### src/rtl/ucpd_tx_arbiter.sv
// UCPD transmit scheduler: picks hard reset / cable reset / message, enforces the interframe gap,
// then owns the core's transmit enable for one frame. Optional hard-reset preemption: UCPD_TXARB_PREEMPT_EN.
module ucpd_tx_arbiter #(
  parameter int GAP_W = 5
) (
  input  logic             ic_clk,
  input  logic             ic_rst,
  input  logic             ucpden,
  input  logic             hrst_req,
  input  logic             crst_req,
  input  logic             msg_req,
  input  logic [1:0]       msg_mode,
  input  logic [GAP_W-1:0] ifrgap,
  input  logic             bit_clk_red,
  input  logic             rx_busy,
  input  logic             rx_hrst_det,
  input  logic             tx_done,
  output logic             transmit_en,
  output logic             tx_hrst,
  output logic [1:0]       tx_mode,
  output logic             txsend_clr,
  output logic             txhrst_clr,
  output logic             msg_disc,
  output logic             hrst_disc,
  output logic             busy
);

  localparam logic [2:0] ST_IDLE  = 3'd0;
  localparam logic [2:0] ST_GAP   = 3'd1;
  localparam logic [2:0] ST_TX    = 3'd2;
`ifdef UCPD_TXARB_PREEMPT_EN
  localparam logic [2:0] ST_ABORT = 3'd3;
`endif
  localparam logic [2:0] ST_DONE  = 3'd4;

  // Source encoding doubles as priority: a larger value wins.
  localparam logic [1:0] SEL_MSG  = 2'd0;
  localparam logic [1:0] SEL_CRST = 2'd1;
  localparam logic [1:0] SEL_HRST = 2'd2;

  logic [2:0]       state, state_nx;
  logic [1:0]       sel, sel_nx;
  logic [1:0]       mode_q, mode_nx;
  logic [GAP_W-1:0] gap_cnt;
  logic             rx_busy_q;
  logic             req_any, sel_live, rx_rise, rx_fall;
  logic [1:0]       req_top;
  logic             en_nx, send_clr_nx, hrst_clr_nx, msg_disc_nx, hrst_disc_nx;
  logic [1:0]       tx_mode_nx;
`ifdef UCPD_TXARB_PREEMPT_EN
  logic             hrst_req_q;
  logic             hrst_rise;

  assign hrst_rise = hrst_req & ~hrst_req_q;
`endif

  assign req_any = hrst_req | crst_req | msg_req;
  assign req_top = hrst_req ? SEL_HRST : (crst_req ? SEL_CRST : SEL_MSG);
  assign sel_live = (sel == SEL_HRST) ? hrst_req : ((sel == SEL_CRST) ? crst_req : msg_req);
  assign rx_rise = rx_busy & ~rx_busy_q;
  assign rx_fall = ~rx_busy & rx_busy_q;

  always_comb begin
    state_nx     = state;
    sel_nx       = sel;
    mode_nx      = mode_q;
    send_clr_nx  = 1'b0;
    hrst_clr_nx  = 1'b0;
    msg_disc_nx  = 1'b0;
    hrst_disc_nx = 1'b0;
    if (!ucpden) begin
      state_nx = ST_IDLE;
    end else begin
      case (state)
        ST_IDLE: begin
          if (req_any) begin
            state_nx = ST_GAP;
            sel_nx   = req_top;
            mode_nx  = msg_mode;
          end
        end
        ST_GAP: begin
          if (!sel_live) begin
            state_nx = ST_IDLE;
          end else begin
            if (req_top > sel) sel_nx = req_top;
            if (sel_nx != SEL_HRST && rx_rise) begin
              state_nx    = ST_IDLE;
              msg_disc_nx = 1'b1;
              send_clr_nx = 1'b1;
            end else if (sel_nx == SEL_HRST && rx_hrst_det) begin
              state_nx     = ST_IDLE;
              hrst_disc_nx = 1'b1;
              hrst_clr_nx  = 1'b1;
            end else if (gap_cnt == '0 && !rx_busy) begin
              state_nx = ST_TX;
            end
          end
        end
        ST_TX: begin
          // Frame end beats a simultaneous preemption; the hard reset then queues normally.
          if (tx_done) begin
            state_nx    = ST_DONE;
            hrst_clr_nx = (sel == SEL_HRST);
            send_clr_nx = (sel != SEL_HRST);
`ifdef UCPD_TXARB_PREEMPT_EN
          end else if (hrst_rise && sel != SEL_HRST) begin
            state_nx    = ST_ABORT;
            msg_disc_nx = 1'b1;
            send_clr_nx = 1'b1;
`endif
          end
        end
`ifdef UCPD_TXARB_PREEMPT_EN
        ST_ABORT: begin
          state_nx = ST_TX;
          sel_nx   = SEL_HRST;
        end
`endif
        ST_DONE: state_nx = ST_IDLE;
        default: state_nx = ST_IDLE;
      endcase
    end
  end

  always_comb begin
    en_nx      = (state_nx == ST_TX);
    tx_mode_nx = 2'b00;
    if (en_nx) begin
      if (sel_nx == SEL_CRST)     tx_mode_nx = 2'b01;
      else if (sel_nx == SEL_MSG) tx_mode_nx = mode_nx;
    end
  end

  // Gap counter: reloads on frame end or receive end, drains on bit-clock ticks.
  always_ff @(posedge ic_clk or posedge ic_rst) begin
    if (ic_rst) begin
      gap_cnt   <= '0;
      rx_busy_q <= 1'b0;
    end else begin
      rx_busy_q <= rx_busy;
      if (!ucpden)                          gap_cnt <= '0;
      else if (tx_done || rx_fall)          gap_cnt <= ifrgap;
      else if (bit_clk_red && gap_cnt != '0) gap_cnt <= gap_cnt - GAP_W'(1);
    end
  end

`ifdef UCPD_TXARB_PREEMPT_EN
  always_ff @(posedge ic_clk or posedge ic_rst) begin
    if (ic_rst) hrst_req_q <= 1'b0;
    else        hrst_req_q <= hrst_req;
  end
`endif

  always_ff @(posedge ic_clk or posedge ic_rst) begin
    if (ic_rst) begin
      state       <= ST_IDLE;
      sel         <= SEL_MSG;
      mode_q      <= 2'b00;
      transmit_en <= 1'b0;
      tx_hrst     <= 1'b0;
      tx_mode     <= 2'b00;
      txsend_clr  <= 1'b0;
      txhrst_clr  <= 1'b0;
      msg_disc    <= 1'b0;
      hrst_disc   <= 1'b0;
      busy        <= 1'b0;
    end else begin
      state       <= state_nx;
      sel         <= sel_nx;
      mode_q      <= mode_nx;
      transmit_en <= en_nx;
      tx_hrst     <= en_nx && (sel_nx == SEL_HRST);
      tx_mode     <= tx_mode_nx;
      txsend_clr  <= send_clr_nx;
      txhrst_clr  <= hrst_clr_nx;
      msg_disc    <= msg_disc_nx;
      hrst_disc   <= hrst_disc_nx;
      busy        <= (state_nx != ST_IDLE);
    end
  end

endmodule

### config.mk
export PLATFORM = sky130hd
export DESIGN_NAME = ucpd_tx_arbiter
export DESIGN_NICKNAME = d
export VERILOG_FILES = /design/src/rtl/ucpd_tx_arbiter.sv
export SDC_FILE = /design/constraint.sdc
export NUM_CORES = 1
export LEC_CHECK = 0
export ABC_CLOCK_PERIOD_IN_PS = 4140
export BUFFER_PORTS_ARGS = -buffer_cell sky130_fd_sc_hd__buf_2
export CORE_MARGIN = 3
export CORE_UTILIZATION = 40
export DETAILED_ROUTE_END_ITERATION = 10
export GPL_TIMING_DRIVEN = 1
export PLACE_DENSITY = 0.65
export REMOVE_ABC_BUFFERS = 1
export SYNTH_ARGS = -nofsm -noshare
export SYNTH_HDL_FRONTEND = slang
export SYNTH_SLANG_ARGS = --single-unit
### constraint.sdc
create_clock -name ic_clk -period 4.14 [get_ports ic_clk]
set_clock_uncertainty 0.05 [all_clocks]
set_input_delay 0.621 -clock ic_clk [delete_from_list [all_inputs] [get_ports ic_clk]]
set_output_delay 0.621 -clock ic_clk [all_outputs]
set_load 0.05 [all_outputs]
[Word level (Yosys, flattened, before mapping)]
Cells that the tools add are included.
Operators by class
  multiplexer cells: 44
  reductions and logical operators: 12
  $add $sub $neg: 1
  eq/ne operators: 11
  bitwise operators: 6
  order comparisons: 1
Operator list (number)
  $mux 2: 14
  $mux 3: 7
  $mux 1: 16
  $mux 5: 3
  $pmux 3 s3: 1
  $eq 2x2->1 const B: 3
  $eq 3x2->1 const B: 2
  $logic_and 1x1->1: 5
  $logic_not 5->1: 1
  $reduce_bool 5->1: 1
  $sub 5x1->5 const B: 1
  $eq 2x1->1 const B: 2
  $ne 2x2->1 const B: 2
  $pmux 1 s2: 2
  $pmux 2 s2: 1
  $eq 3x1->1 const B: 1
  $logic_not 3->1: 1
  $ne 3x1->1 const B: 1
  $reduce_bool 3->1: 1
  $and 1x1->1: 2
  $gt 2x2->1: 1
  $logic_not 2->1: 1
  $not 1->1: 2
  $or 1x1->1: 2
  2 further kinds: 2
Storage, ports and cells
  register bits: 22
  input bits: 17

[Logic depth before layout (Yosys ltp)]
  depth in word-level cells: 16
  mapped depth: 8
  mapped depth without buffers: 8

[Least setup slack after synthesis]
No wires, ideal clock.
  path kind: input-to-reg
  start: in hrst_req
  end: reg tx_hrst
  library setup time: 101 ps
  slack: 2120 ps
  data arrival time: 1869 ps
  stages on the path: 7
  cells stage by stage: inv_1 > ha_1 > nand2b_1 > a32oi_1 > nor3_1 > a311o_1 > nor4_1
RTL lines
  start: declaration: line 9  | input logic hrst_req,
  $mux 2: line 58  | assign req_top = hrst_req ? SEL_HRST : (crst_req ? SEL_CRST : SEL_MSG);
  $gt 2x2->1: line 86  | if (req_top > sel) sel_nx = req_top;
  $mux 2: line 86
  $mux 2: line 83  | if (!sel_live) begin
  $mux 2: line 74  | case (state)
  $mux 2: line 71  | if (!ucpden) begin
  $mux 2: line 83
  $pmux 2 s2 (*): line 74
  $mux 2 (*): line 71
  net sel_nx[0]: line 42  | logic [1:0] sel, sel_nx;
  $eq 2x2->1 (*): line 173  | tx_hrst <= en_nx && (sel_nx == SEL_HRST);
  $logic_and 1x1->1 (*): line 173
  end signal: assignment: line 173
  end: declaration: line 19  | output logic tx_hrst,
The timed path passes the listed nets; every way through them passes the cells marked *. The select of a mux whose other input is x is not followed.
A chain may end at the register's enable or synchronous reset.

[Worst setup path after layout]
  start: reg sel[1]
  end: reg tx_hrst
RTL lines
  start: declaration: line 42
  start signal: assignment: line 170  | sel <= sel_nx;
  $gt 2x2->1: line 86
  $mux 2: line 86
  $mux 2: line 83
  $mux 2: line 74
  $mux 2: line 71
  $mux 2 (*): line 83
  $pmux 2 s2 (*): line 74
  $mux 2 (*): line 71
  net sel_nx[0]: line 42
  $eq 2x2->1 (*): line 173
  $logic_and 1x1->1 (*): line 173
Marks and branches as above.

==> summary.txt <==
Clock tree
  • Post-CTS Resized: 0
  • Worst-path clk slew: roughly 0.12 ns
  • H-tree depth: 1
  • Post CTS Setup Buffer Count: 0
  • CTS tree: yes
  • Clk root buf: clkbuf_4
  • Clock Sinks: 22
  • Bufs on Longest Clock Path: 2
  • Latest clock arrival within the worst-skew pair: 0.31 ns
  • CTS Hold Bufs: 0
  • CTS buffer count: 3

Layout
  • Fin nets: between 150 and 200
  • Share of layout cells above drive strength 1: 25.0%
  • N_diodes: 0
  • Synth-to-layout area growth: 16.3%

Power
  • Pwr Total: 564 uW
  • Pleak: 0.000717 uW
  • Pwr/cell area: 379 mW/mm2
  • VDD IR max: 0.000223 V

Worst setup path
  • Crit start category: flip-flop
  • WS Path Type: flip-flop to flip-flop
  • Crit-path leading delay family: flip-flops
  • WP data required: roughly 4.3 ns
  • Crit path buffers/inverters: 1
  • Crit. End Element: flip-flop
  • CP max-delay cell: dfrtp_1
  • Worst R2R Start: sel[1]
  • Crit-path max FO: 13
  • Crit-path cells: inv_1 > ha_1 > nand2b_1 > a32oi_1 > nor3_1 > a311o_1 > nor4_1
  • Arrival time worst endpoint: ~2.5 ns
  • Worst Setup SP: sel[1]
  • Slowest stage delay, CP: 0.61 ns

Yosys
  • Cells after Synth: 131
  • Mean Syn Cell Area: 9.78 um2
  • Post-synthesis cell type count: 44
  • Flops & latches, synth: 22
  • Seq/Total Area, Yosys: 43.0%
  • Mapped Area: 0.00128 mm2
  • Number of synthesized flops with an enable pin: 0
  • Most used flip-flop cell after synthesis: dfrtp_1
  • Yosys warning total: 0
  • Synth async-reset ratio: between 90% and 100%

Drt
  • DRC Markers: 0
  • WL final: 2660 um
  • Post-detailed-route count of antenna-violating nets: 0
  • Average routed wire per standard cell: 13.4 um
  • Avg Vias per Cell: 5.26
  • DR pass1 iterations: 6
  • Via count: about 1000
  • Drt initial violations: 24

STA
  • Worst-Margin Slew: 0.811 ns
  • Worst hold slack: between 0.3 and 0.4 ns
  • Slew margin rel.: 45.9%
  • Post-route setup slack: 1.86 ns
  • Tcrit/Tclk final: 55.0%
  • Final Setup Violations: 0
  • Fmax: 439 MHz
  • Setup_tns: 0 ns
  • Hold Vio Cnt, Final: 0
  • RSZ-0062 raised after global routing: no
  • Max Slew Vio Count: 0
  • Tmin final: about 2.3 ns

Placement
  • I/O Buffers: 25
  • Routability cong.: 0.942
  • Post-Place Setup Slack: 1.79 ns
  • HPWL Detailed: between 2000 and 2500 um

Floorplan
  • Rows: 19
  • Core region area: between 0.002 and 0.003 mm2
  • Die Wd: between 60 and 70 um
  • I/O pins: 26
  • Die height: 62.6 um
  • Initial Utilization: 44.2%
  • Die ar.: 0.00392 mm2

GRT
  • Pin count of the biggest net entering global routing: 23
  • First-pass GRT wire length: 4420 um
  • Total GRT Usage: about 14%
  • Initial antenna violation count: 0
  • Congestion Overflow GR: 0
  • Vias in the first global route: between 900 and 1000

Flow run
  • Max cap viols: 0

Status
  • Status: completed

Hold path
  • HP Class: primary input to async pin
==> routing by layer <==
layer | track usage, % | up-vias | part of all wire, %
met1 | 17.9 | 487 | 46
li1 | - | 516 | -
met3 | 4.50 | 2 | 6.7
met4 | 3.31 | 0 | 0.30
met2 | 22.4 | 37 | 47
met5 | 0 | - | 0
==> layout make-up <==
type                            count  area (um2)
Inverter                            9        33.8
Tap cell                           42        52.6
Multi-Input combinational cell     96         676
Fill cell                         286        1410
Timing Repair Buffer               25         125
Clock buffer                        3        22.5
Sequential cell                    22         551
Clock inverter                      1        30.0
==> flip-flops by register name, indices dropped and copies added (netlist names) <==
signal       count
gap_cnt          5
state            3
mode_q           2
sel              2
tx_mode          2
busy             1
hrst_disc        1
msg_disc         1
rx_busy_q        1
transmit_en      1
tx_hrst          1
txhrst_clr       1
txsend_clr       1
==> logic make-up after synthesis <==
logic type / share of synthesized area [%]
buf+inv: 4.30
compound gates: 18.6
fa+ha+maj: 4.88
xor+xnor: 2.73
simple gates: 21.3
mux: 5.27
flops: 43.0
==> Yosys cell counts, types with 3 or more instances <==
cell type  number  area (um2)
nand2_1        10        37.5
inv_1           8        30.0
nor2_1         16        60.1
a211oi_1        7        52.6
nor3_1          7        35.0
a21oi_1         6        30.0
nand2b_1        5        31.3
ha_1            5        62.6
xor2_1          3        26.3
and2_1          3        18.8
mux2_2          3        33.8
dfrtp_1        22         551
==> path summary, 6_finish.rpt <==
path                               endpoint  slack [ns]  cells after the start
worst max-delay path                tx_hrst        1.86                      7
worst min-delay path            transmit_en        0.40                      2
worst max register to register      tx_hrst        1.86                      7
worst min register to register    mode_q[1]        0.47                      1
max in group asynchronous        txsend_clr        3.14                      2
min in group ic_clk               rx_busy_q        0.45                      1
==> metrics by stage <==
| stage | area [um2] | util (%) | cells |
|---|---|---|---|
| 6_report | 1490 | 51.4 | 198 |
| 5_1_grt | 1490 | 51.4 | 198 |
| 4_1_cts | 1490 | 51.4 | 198 |
| 3_5_place_dp | 1440 | 49.6 | 194 |
| 3_3_place_gp | 1440 | 49.6 | 194 |
| 2_1_floorplan | 1260 | - | 127 |
==> cells in the final DEF (no fill, tap or decap), types with 2 or more instances in the layout <==
master and instances:
a211oi_1 7, nor4_1 2, nand2_1 10, a32oi_1 2, nand2b_1 5, nor2_1 16
ha_1 5, clkbuf_4 3, and2_1 3, inv_1 8, nor3_1 7, a21oi_1 6
buf_2 25, xor2_1 3, dfrtp_1 22, mux2i_1 2, mux2_2 3
==> power by group <==
| part | switching, uW | internal, uW | total (uW) |
|---|---|---|---|
| clock | 61.9 | 97.9 | 160 |
| sequential | 26.8 | 232 | 259 |
| combinational | 84.1 | 61.4 | 145 |
| total | 173 | 391 | 564 |
Note: power is estimated with default switching activity, not from simulation.
